File: config.mk
export PLATFORM = sky130hd
export DESIGN_NAME = multicycle_alu
export DESIGN_NICKNAME = d
export VERILOG_FILES = /design/src/rtl/alu_pkg.sv /design/src/rtl/alu_iter_unit.sv /design/src/rtl/multicycle_alu.sv
export SDC_FILE = /design/constraint.sdc
export NUM_CORES = 1
export LEC_CHECK = 0
export CAP_MARGIN = 10
export CORE_MARGIN = 4
export CORE_UTILIZATION = 40
export DETAILED_ROUTE_END_ITERATION = 7
export SETUP_SLACK_MARGIN = 0.1
export SLEW_MARGIN = 20
export SYNTH_ARGS = -nofsm -noshare
export SYNTH_HDL_FRONTEND = slang
export SYNTH_HIERARCHICAL = 1
export SYNTH_SLANG_ARGS = --single-unit
File: constraint.sdc
create_clock -name clk -period 5.76 [get_ports clk]
set_input_delay 1.152 -clock clk [delete_from_list [all_inputs] [get_ports clk]]
set_output_delay 1.152 -clock clk [all_outputs]
set_load 0.005 [all_outputs]
File: src/rtl/alu_pkg.sv
// Shared definitions for the multicycle ALU: operation encodings, FSM state
// type, default datapath width and a helper that classifies iterative ops.
package alu_pkg;

    localparam int ALU_WIDTH_DEFAULT = 32;

    typedef enum logic [2:0] {
        OP_AND  = 3'b000,
        OP_OR   = 3'b001,
        OP_ADD  = 3'b010,
        OP_DIVU = 3'b011,
        OP_SUB  = 3'b100,
        OP_MUL  = 3'b101,
        OP_SLT  = 3'b110,
        OP_REMU = 3'b111
    } alu_op_e;

    typedef enum logic [1:0] {
        ST_IDLE = 2'd0,
        ST_BUSY = 2'd1,
        ST_DONE = 2'd2
    } alu_state_e;

    // MUL, DIVU and REMU run through the WIDTH-step iterative unit.
    function automatic logic is_iterative(input logic [2:0] op);
        return (op == OP_MUL) || (op == OP_DIVU) || (op == OP_REMU);
    endfunction

endpackage

File: src/rtl/alu_iter_unit.sv
// Iterative datapath: unsigned shift-add multiply and unsigned restoring
// division, one bit per clock, WIDTH steps per operation.
// Ports:
//   clk, rst_n        clock, async active-low reset
//   i_start           load operands and begin (ignored while running)
//   i_mul             1 = multiply, 0 = divide
//   i_a, i_b          multiplier/dividend, multiplicand/divisor
//   o_done            high during the final step
//   o_lo, o_hi        register values after the current step:
//                     MUL {o_hi,o_lo} = product; DIV o_lo = quotient, o_hi = remainder
module alu_iter_unit
    import alu_pkg::*;
#(
    parameter int WIDTH = ALU_WIDTH_DEFAULT
) (
    input  logic             clk,
    input  logic             rst_n,
    input  logic             i_start,
    input  logic             i_mul,
    input  logic [WIDTH-1:0] i_a,
    input  logic [WIDTH-1:0] i_b,
    output logic             o_done,
    output logic [WIDTH-1:0] o_lo,
    output logic [WIDTH-1:0] o_hi
);

    localparam int CW = $clog2(WIDTH) + 1;

    logic [CW-1:0]    r_cnt;
    logic             r_mul;
    logic [WIDTH-1:0] r_acc;
    logic [WIDTH-1:0] r_lo;
    logic [WIDTH-1:0] r_opd;

    logic [WIDTH:0]   w_add;
    logic [WIDTH:0]   w_shift;
    logic [WIDTH-1:0] w_sub;
    logic             w_ge;
    logic [WIDTH-1:0] w_nxt_acc;
    logic [WIDTH-1:0] w_nxt_lo;

    assign w_add   = {1'b0, r_acc} + {1'b0, r_opd};
    assign w_shift = {r_acc, r_lo[WIDTH-1]};
    assign w_ge    = w_shift >= {1'b0, r_opd};
    // When w_ge holds the difference is below the divisor, so WIDTH bits suffice.
    assign w_sub   = w_shift[WIDTH-1:0] - r_opd;

    always_comb begin
        w_nxt_acc = r_acc;
        w_nxt_lo  = r_lo;
        if (r_mul) begin
            if (r_lo[0]) begin
                w_nxt_acc = w_add[WIDTH:1];
                w_nxt_lo  = {w_add[0], r_lo[WIDTH-1:1]};
            end else begin
                w_nxt_acc = {1'b0, r_acc[WIDTH-1:1]};
                w_nxt_lo  = {r_acc[0], r_lo[WIDTH-1:1]};
            end
        end else begin
            // Divisor 0 always "fits": quotient all ones, remainder = dividend.
            if (w_ge) begin
                w_nxt_acc = w_sub;
                w_nxt_lo  = {r_lo[WIDTH-2:0], 1'b1};
            end else begin
                w_nxt_acc = w_shift[WIDTH-1:0];
                w_nxt_lo  = {r_lo[WIDTH-2:0], 1'b0};
            end
        end
    end

    always_ff @(posedge clk or negedge rst_n) begin
        if (!rst_n) begin
            r_cnt <= '0;
            r_mul <= 1'b0;
            r_acc <= '0;
            r_lo  <= '0;
            r_opd <= '0;
        end else if (i_start && (r_cnt == '0)) begin
            r_cnt <= CW'(WIDTH);
            r_mul <= i_mul;
            r_acc <= '0;
            r_lo  <= i_a;
            r_opd <= i_b;
        end else if (r_cnt != '0) begin
            r_cnt <= r_cnt - CW'(1);
            r_acc <= w_nxt_acc;
            r_lo  <= w_nxt_lo;
        end
    end

    assign o_done = (r_cnt == CW'(1));
    assign o_lo   = w_nxt_lo;
    assign o_hi   = w_nxt_acc;

endmodule

File: src/rtl/multicycle_alu.sv
// Multicycle ALU: single-cycle logic/add/sub/compare, iterative mul/div.
// Valid/ready request and result handshakes; one request in flight.
// Ports:
//   clk, rst_n                 clock, async active-low reset
//   in_valid/in_ready          request handshake (ready only in IDLE)
//   src_a, src_b, op           operands and operation
//   out_valid/out_ready        result handshake
//   result, result_hi          low word, MUL upper word (else 0)
//   zero_flag, ovf_flag, dbz_flag  result==0, ADD/SUB overflow, divide by zero
//
// state | meaning
// IDLE  | waiting for a request, in_ready high
// BUSY  | iterative unit running WIDTH steps
// DONE  | result presented, waiting for out_ready
module multicycle_alu
    import alu_pkg::*;
#(
    parameter int WIDTH = ALU_WIDTH_DEFAULT
) (
    input  logic             clk,
    input  logic             rst_n,
    input  logic             in_valid,
    output logic             in_ready,
    input  logic [WIDTH-1:0] src_a,
    input  logic [WIDTH-1:0] src_b,
    input  logic [2:0]       op,
    output logic             out_valid,
    input  logic             out_ready,
    output logic [WIDTH-1:0] result,
    output logic [WIDTH-1:0] result_hi,
    output logic             zero_flag,
    output logic             ovf_flag,
    output logic             dbz_flag
);

    alu_state_e       r_state;
    logic [2:0]       r_op;
    logic             r_div_zero;
    logic [WIDTH-1:0] r_result;
    logic [WIDTH-1:0] r_result_hi;
    logic             r_zero;
    logic             r_ovf;
    logic             r_dbz;
    logic             r_out_valid;

    logic             w_accept;
    logic             w_start;
    logic [WIDTH-1:0] w_sum;
    logic [WIDTH-1:0] w_diff;
    logic             w_add_ovf;
    logic             w_sub_ovf;
    logic             w_slt;
    logic [WIDTH-1:0] w_single_res;
    logic             w_single_ovf;
    logic             w_iter_done;
    logic [WIDTH-1:0] w_iter_lo;
    logic [WIDTH-1:0] w_iter_hi;
    logic [WIDTH-1:0] w_iter_res;

    assign in_ready = (r_state == ST_IDLE);
    assign w_accept = in_valid && (r_state == ST_IDLE);
    assign w_start  = w_accept && is_iterative(op);

    assign w_sum     = src_a + src_b;
    assign w_diff    = src_a - src_b;
    assign w_add_ovf = (src_a[WIDTH-1] == src_b[WIDTH-1]) && (w_sum[WIDTH-1] != src_a[WIDTH-1]);
    assign w_sub_ovf = (src_a[WIDTH-1] != src_b[WIDTH-1]) && (w_diff[WIDTH-1] != src_a[WIDTH-1]);
    assign w_slt     = $signed(src_a) < $signed(src_b);

    always_comb begin
        w_single_res = '0;
        w_single_ovf = 1'b0;
        case (op)
            OP_AND: w_single_res = src_a & src_b;
            OP_OR:  w_single_res = src_a | src_b;
            OP_ADD: begin
                w_single_res = w_sum;
                w_single_ovf = w_add_ovf;
            end
            OP_SUB: begin
                w_single_res = w_diff;
                w_single_ovf = w_sub_ovf;
            end
            OP_SLT: w_single_res = {{(WIDTH-1){1'b0}}, w_slt};
            default: ;
        endcase
    end

    alu_iter_unit #(.WIDTH(WIDTH)) u_iter (
        .clk     (clk),
        .rst_n   (rst_n),
        .i_start (w_start),
        .i_mul   (op == OP_MUL),
        .i_a     (src_a),
        .i_b     (src_b),
        .o_done  (w_iter_done),
        .o_lo    (w_iter_lo),
        .o_hi    (w_iter_hi)
    );

    // Remainder lives in the accumulator; product low word and quotient in lo.
    assign w_iter_res = (r_op == OP_REMU) ? w_iter_hi : w_iter_lo;

    always_ff @(posedge clk or negedge rst_n) begin
        if (!rst_n) begin
            r_state     <= ST_IDLE;
            r_op        <= '0;
            r_div_zero  <= 1'b0;
            r_result    <= '0;
            r_result_hi <= '0;
            r_zero      <= 1'b0;
            r_ovf       <= 1'b0;
            r_dbz       <= 1'b0;
            r_out_valid <= 1'b0;
        end else begin
            case (r_state)
                ST_IDLE: begin
                    if (w_accept) begin
                        r_op       <= op;
                        r_div_zero <= (src_b == '0);
                        if (is_iterative(op)) begin
                            r_state <= ST_BUSY;
                        end else begin
                            r_result    <= w_single_res;
                            r_result_hi <= '0;
                            r_zero      <= (w_single_res == '0);
                            r_ovf       <= w_single_ovf;
                            r_dbz       <= 1'b0;
                            r_out_valid <= 1'b1;
                            r_state     <= ST_DONE;
                        end
                    end
                end
                ST_BUSY: begin
                    if (w_iter_done) begin
                        r_result    <= w_iter_res;
                        r_result_hi <= (r_op == OP_MUL) ? w_iter_hi : '0;
                        r_zero      <= (w_iter_res == '0);
                        r_ovf       <= 1'b0;
                        r_dbz       <= r_div_zero && (r_op != OP_MUL);
                        r_out_valid <= 1'b1;
                        r_state     <= ST_DONE;
                    end
                end
                ST_DONE: begin
                    if (out_ready) begin
                        r_out_valid <= 1'b0;
                        r_state     <= ST_IDLE;
                    end
                end
                default: r_state <= ST_IDLE;
            endcase
        end
    end

    assign out_valid = r_out_valid;
    assign result    = r_result;
    assign result_hi = r_result_hi;
    assign zero_flag = r_zero;
    assign ovf_flag  = r_ovf;
    assign dbz_flag  = r_dbz;

endmodule

# Word-level counts from Yosys, hierarchy flattened
# Cells that the tools add are included.
# word_totals
reg_bits	177
inputBits	71
out_inout_bits	69
wordCells	112
# op_classes
addsub	5
order_cmp	2
n_eq_ne	21
mux	46
bitwise_logic	2
n_reduce_logical	22
# ops
operator	count
32-bit two-way mux	17
32-bit one-hot mux with 5 select lines	1
32-bit one-hot mux with 2 select lines	2
32-bit logical NOT	3
32-bit subtractor	2
32-bit by 32-bit adder with 33-bit output	1
33-bit by 32-bit >= comparator with 1-bit output	1
32-bit adder	1
32-bit AND	1
32-bit < comparator	1
32-bit OR	1
3-bit equality test (second input constant)	6
1-bit two-way mux	14
6-bit two-way mux	2
2-bit two-way mux	4
1-bit one-hot mux with 2 select lines	4
3-bit by 2-bit equality test with 1-bit output (second input constant)	2
6-bit by 1-bit equality test with 1-bit output (second input constant)	1
1-bit logical AND	6
6-bit logical NOT	1
2-bit one-hot mux with 3 select lines	1
6-bit nonzero test	1
6-bit by 1-bit subtractor with 6-bit output (second input constant)	1
5-bit AND reduction	1
other kinds (17)	23

# Logic depth before layout (Yosys ltp)
# logic_depth
word_depth	7
mapped_depth	19
ltp_nobuf	19

# Modules after synthesis
# The synthesis kept the hierarchy.
# by_module_without_submodules
mod	n_inst	cells_per_inst	area_each_um2	seq_area_each_um2
alu_iter_unit	1	1066	9367.7	2577.5
multicycle_alu	1	1209	9180.1	1851.8

# Least setup slack after synthesis
# OpenSTA, ideal clock, no wires.
# synth_path
path_kind	input to register
start	input src_a[0]
end	register r_zero, in the netlist zero_flag
setup_ns	0.092
arrival_time_ns	4.196
t_required_ns	5.668
setup_slack_ns	1.472
cell_stages	14
n_path_buf	0
cell_sequence	ha_1 > inv_1 > fa_1 > and2b_2 > o2111ai_4 > a311oi_4 > a221oi_4 > o311ai_4 > mux2i_1 > nor3_2 > or3b_1 > nor4_2 > nand4_1 > o31ai_2
# synth_via
elab_chain_cells	6
elab_cells_between_ends	10
cone_classes	2 x add/sub; 1 x order compare; 4 x mux; 2 x bitwise; 1 x reduce/logical
# synth_lines
item	line_no	rtl
start, declared	multicycle_alu.sv:24	input logic [WIDTH-1:0] src_a,
32-bit subtractor (tied with other cells)	multicycle_alu.sv:65	assign w_diff = src_a - src_b;
32-bit one-hot mux with 5 select lines (*)	multicycle_alu.sv:73	case (op)
32-bit logical NOT (*)	multicycle_alu.sv:126	r_zero <= (w_single_res == '0);
1-bit two-way mux (*)	multicycle_alu.sv:121	if (is_iterative(op)) begin
1-bit two-way mux (*)	multicycle_alu.sv:118	if (w_accept) begin
1-bit one-hot mux with 2 select lines (*)	multicycle_alu.sv:116	case (r_state)
end signal, assigned	multicycle_alu.sv:126	
end signal, assigned	multicycle_alu.sv:138	r_zero <= (w_iter_res == '0);
end, declared	multicycle_alu.sv:41	logic r_zero;
# Every way passes the cells marked *; elsewhere a longest branch is shown, timed or not. The select of a mux whose other input is x is not followed.
# A chain may end at the register's enable or synchronous reset.

# Worst setup path after layout
# layout_path
start	input src_b[6]
end	register r_zero, in the netlist zero_flag
# layout_via
elab_chain_cells	6
elab_cells_between_ends	10
cone_classes	2 x add/sub; 1 x order compare; 4 x mux; 2 x bitwise; 1 x reduce/logical
# layout_lines
item	line_no	rtl
start, declared	multicycle_alu.sv:25	input logic [WIDTH-1:0] src_b,
32-bit subtractor (tied with other cells)	multicycle_alu.sv:65	
32-bit one-hot mux with 5 select lines (*)	multicycle_alu.sv:73	
32-bit logical NOT (*)	multicycle_alu.sv:126	
1-bit two-way mux (*)	multicycle_alu.sv:121	
1-bit two-way mux (*)	multicycle_alu.sv:118	
1-bit one-hot mux with 2 select lines (*)	multicycle_alu.sv:116	
# Marked as above.

==> metrics.cfg <==
[drt]
drt-pass1-iter-count = 6
ant_nets = 0
post-route-drc-count = 0
via_count = 18300
post_drt_via_cell_ratio = 6.14
wl_per_cell_um = 24.0
routed_wl_um = 71700
dr.first_iter.drc_count = 1740

[timing]
drv_slew = 0
finalHoldViolations = 0
fmax_ghz = 0.185
fin_crit_sh_pct = 94.1
setup_viol = 0
fin_crit_ns = 5.42
rsz0062_at_grt = no
skew_ns = 0.0140
tightest_slew_ns = 1.12
slew_headroom_pct = 25.1

[synthesis]
synthTopCellsByArea = dfrtp_1 24%, ha_1 11%, mux2i_1 7.1%
netlist_instances = 2275
syn-cell-area_um2 = 18500
syn_nets = 2515
yosysTopAreaCellShare_pct = 23.9
ys_warn_count = 6
synth_edf_count = 0
synth_top_cell_by_area = dfrtp_1
synth.avg_cell_area_um2 = 8.15
ys_seq_area_share_pct = 23.9
synth_top_flop_cell = dfrtp_1
ys_seq_elements = 177
synth_cell_types = 94
async_reset_ff_share_pct = 100

[placed_design]
dpl-instance-area_um2 = 20700
io_buffers = 139
gp_congestion = 0.962
dp_cells = 2950
place.detailed.hpwl_um = 56100

[global_route]
grt_max_degree = 101
grt_pass1_wl_um = 107000
grt_usage_pct = 27.7
grt_remaining_overflow = 0
grt_pass1_vias = 17600
grt_antenna_before_repair = 2

[critical_path]
max_stage_delay_ns = 0.81
cp-start-kind = primary input
cpMaxStageDelayCell = nor4_1
cp_data_required_time_ns = 6.16
worst-setup-path-type = primary input to flop
path_cells = clkdlybuf4s50_1 -> inv_1 -> ha_1 -> buf_4 -> nor4_2 -> nand2b_1 -> a21oi_1 -> nor4_1 -> nor4_1 -> and3_1 -> and4bb_2 -> nand4_1 -> nor4_2 -> nand4_1 -> o31ai_2
crit_fanout = 9
critPathCaptureType = flop
cp_data_arrival_time_ns = 5.82

[pwr]
total_power_uw = 11500
intPower_uw = 5730
pwr_density_cell_nw_per_um2 = 540
switching_share_pct = 50.2
leakagePower_uw = 0.00953
clock_power_share_pct = 10.5
vdd_ir_drop_max_uv = 239
netSwitchingPower_uw = 5770
seq_power_share_pct = 19.5
p_comb_share_pct = 70.1

[cells_and_area]
fin_area_um2 = 21300
drive_gt1_share_pct = 9.70
syn_to_final_growth_pct = 14.9
final_util_pct = 46.8
fin_nets = 2609
ff_latch_area_um2 = 4430
fin_cells = 2983
fillers = 4461
multi_input_area_um2 = 12900

[floorplanning]
initial_utilization_pct = 40.7
floorplan.die_area_um2 = 49900
coreArea_um2 = 45600
die_x_um = 223
rows = 78
io_pins = 140
die_y_um = 223

[clock_network]
clk_transition_reported_paths_ns = 0.08
cts_hold_buf = 0
htreeDepth = 4
numCtsBuffers = 17
tritoncts = done
cts_root_buffer = clkbuf_16
cts.sinks = 177
post_cts_buffers = 0
ctsResizeCount = 0
cts_buffer_depth = 2
clkLatencyLatePin_ns = 0.49

[run]
max_cap_violations = 0

[hold_path]
hp-class = flop to flop

[run_status]
outcome = finished, final reports clean

[metrics by stage]
| stage | hold slack (ns) | setup TNS [ns] | setup slack [ns] |
|---|---|---|---|
| finish | 0.472 | 0 | 0.340 |
| global route | 0.506 | 0 | 0.236 |
| CTS | 0.484 | 0 | 0.466 |
| detailed placement | 0.468 | -0.0535 | -0.0535 |
| global placement | 0.460 | -0.0672 | -0.0672 |
| floorplan | 0.449 | 0 | 1.47 |
[placed cells by master (no fill, tap or decap), types with 35 or more instances in the layout]
cell             Yosys  layout
clkdlybuf4s50_1      0     137
nor2_1             110     109
a21o_1              71      71
dfrtp_1            177     175
xnor2_1             40      40
nand2_1            218     217
mux2i_1            131     131
o21ai_0            143     143
nand3_1             36      36
a22o_1              35      35
mux2_2              70      70
inv_1              180     180
buf_4                2      69
ha_1               165     165
a21oi_1            167     166
o21a_1              52      52
[worst max-delay path, delay by kind of cell]
| family | cells | cell delay (ns) |
|---|---|---|
| simple gates | 9 | 2.66 |
| buf+inv | 3 | 1.03 |
| compound gates | 2 | 0.61 |
| fa+ha+maj | 1 | 0.36 |
[synthesized netlist by cell type (24+ instances only)]
| library cell | count |
|---|---|
| o31ai_1 | 24 |
| a31oi_1 | 28 |
| nor3_1 | 31 |
| clkbuf_1 | 105 |
| mux2i_1 | 131 |
| a21o_1 | 71 |
| o21ai_0 | 143 |
| nor4_1 | 26 |
| nand3_1 | 36 |
| nor2b_1 | 24 |
| xnor2_1 | 40 |
| inv_1 | 180 |
| nor2_1 | 110 |
| dfrtp_1 | 177 |
| mux2_2 | 70 |
| a22o_1 | 35 |
| ha_1 | 165 |
| a21oi_1 | 167 |
| nand2_1 | 218 |
| nor3b_1 | 31 |
| o21a_1 | 52 |
[power by group through the flow]
| stage | Clock [uW] | Combinational (uW) | Sequential [uW] |
|---|---|---|---|
| finish | 1200 | 8060 | 2240 |
| global route | 1270 | 8720 | 2290 |
| CTS | 1230 | 7960 | 2220 |
| global placement | 0 | 7830 | 2240 |
| floorplan | 0 | 5440 | 2040 |
| detailed placement | 0 | 7920 | 2240 |
[worst paths after layout]
path,start,to,slack [ns],depth (start not counted)
worst max-delay path,src_b[6],zero_flag$_DFFE_PN0P_,0.34,15
worst min-delay path,dbz_flag$_DFFE_PN0P_,dbz_flag$_DFFE_PN0P_,0.47,2
worst max register to register,u_iter/r_acc[0]$_DFFE_PN0P_,zero_flag$_DFFE_PN0P_,0.42,17
worst min register to register,dbz_flag$_DFFE_PN0P_,dbz_flag$_DFFE_PN0P_,0.47,2
max in group asynchronous,rst_n,u_iter/r_lo[22]$_DFFE_PN0P_,3.90,2
min in group asynchronous,rst_n,result[13]$_DFFE_PN0P_,0.72,1
[flip-flops by register name, indices dropped and copies added, names as in the netlist]
| signal | flops |
|---|---|
| r_state | 2 |
| out_valid | 1 |
| r_op | 3 |
| result | 32 |
| result_hi | 32 |
| r_div_zero | 1 |
| zero_flag | 1 |
| u_iter/r_mul | 1 |
| u_iter/r_opd | 32 |
| dbz_flag | 1 |
| u_iter/r_acc | 32 |
| u_iter/r_cnt | 6 |
| u_iter/r_lo | 32 |
| ovf_flag | 1 |
[metal layers]
metal	wire length (um)	vias to the layer above	GRT usage [%]
met2	32300	782	44.2
met5	0	-	0
met3	5110	110	4.62
met1	32200	8932	38.6
li1	-	8480	-
met4	2190	0	8.59
[cells by family (layout without fill, tap and decap cells)]
group	Yosys count	count (layout)	share of synthesized area, %
AOI/OAI and AO/OA	736	736	27.2
adders and majority gates	169	169	11.6
other	0	1	0
DFF	177	177	23.9
and+or+nand+nor	621	621	16.8
muxes	201	201	11.3
buffers and inverters	315	422	6.65
xor gates and xnor gates	56	56	2.64
[area by class of cell]
| type | count | area share [%] |
|---|---|---|
| antenna | 1 | 0.0117 |
| timing repair buffer | 210 | 9.14 |
| tap | 600 | 3.52 |
| sequential | 177 | 20.8 |
| inverter | 180 | 3.17 |
| multi-input combinational | 1783 | 60.7 |
| clock buffer | 17 | 2.00 |
| clock inverter | 15 | 0.705 |
No activity file was read; power rests on OpenSTA's default activity.
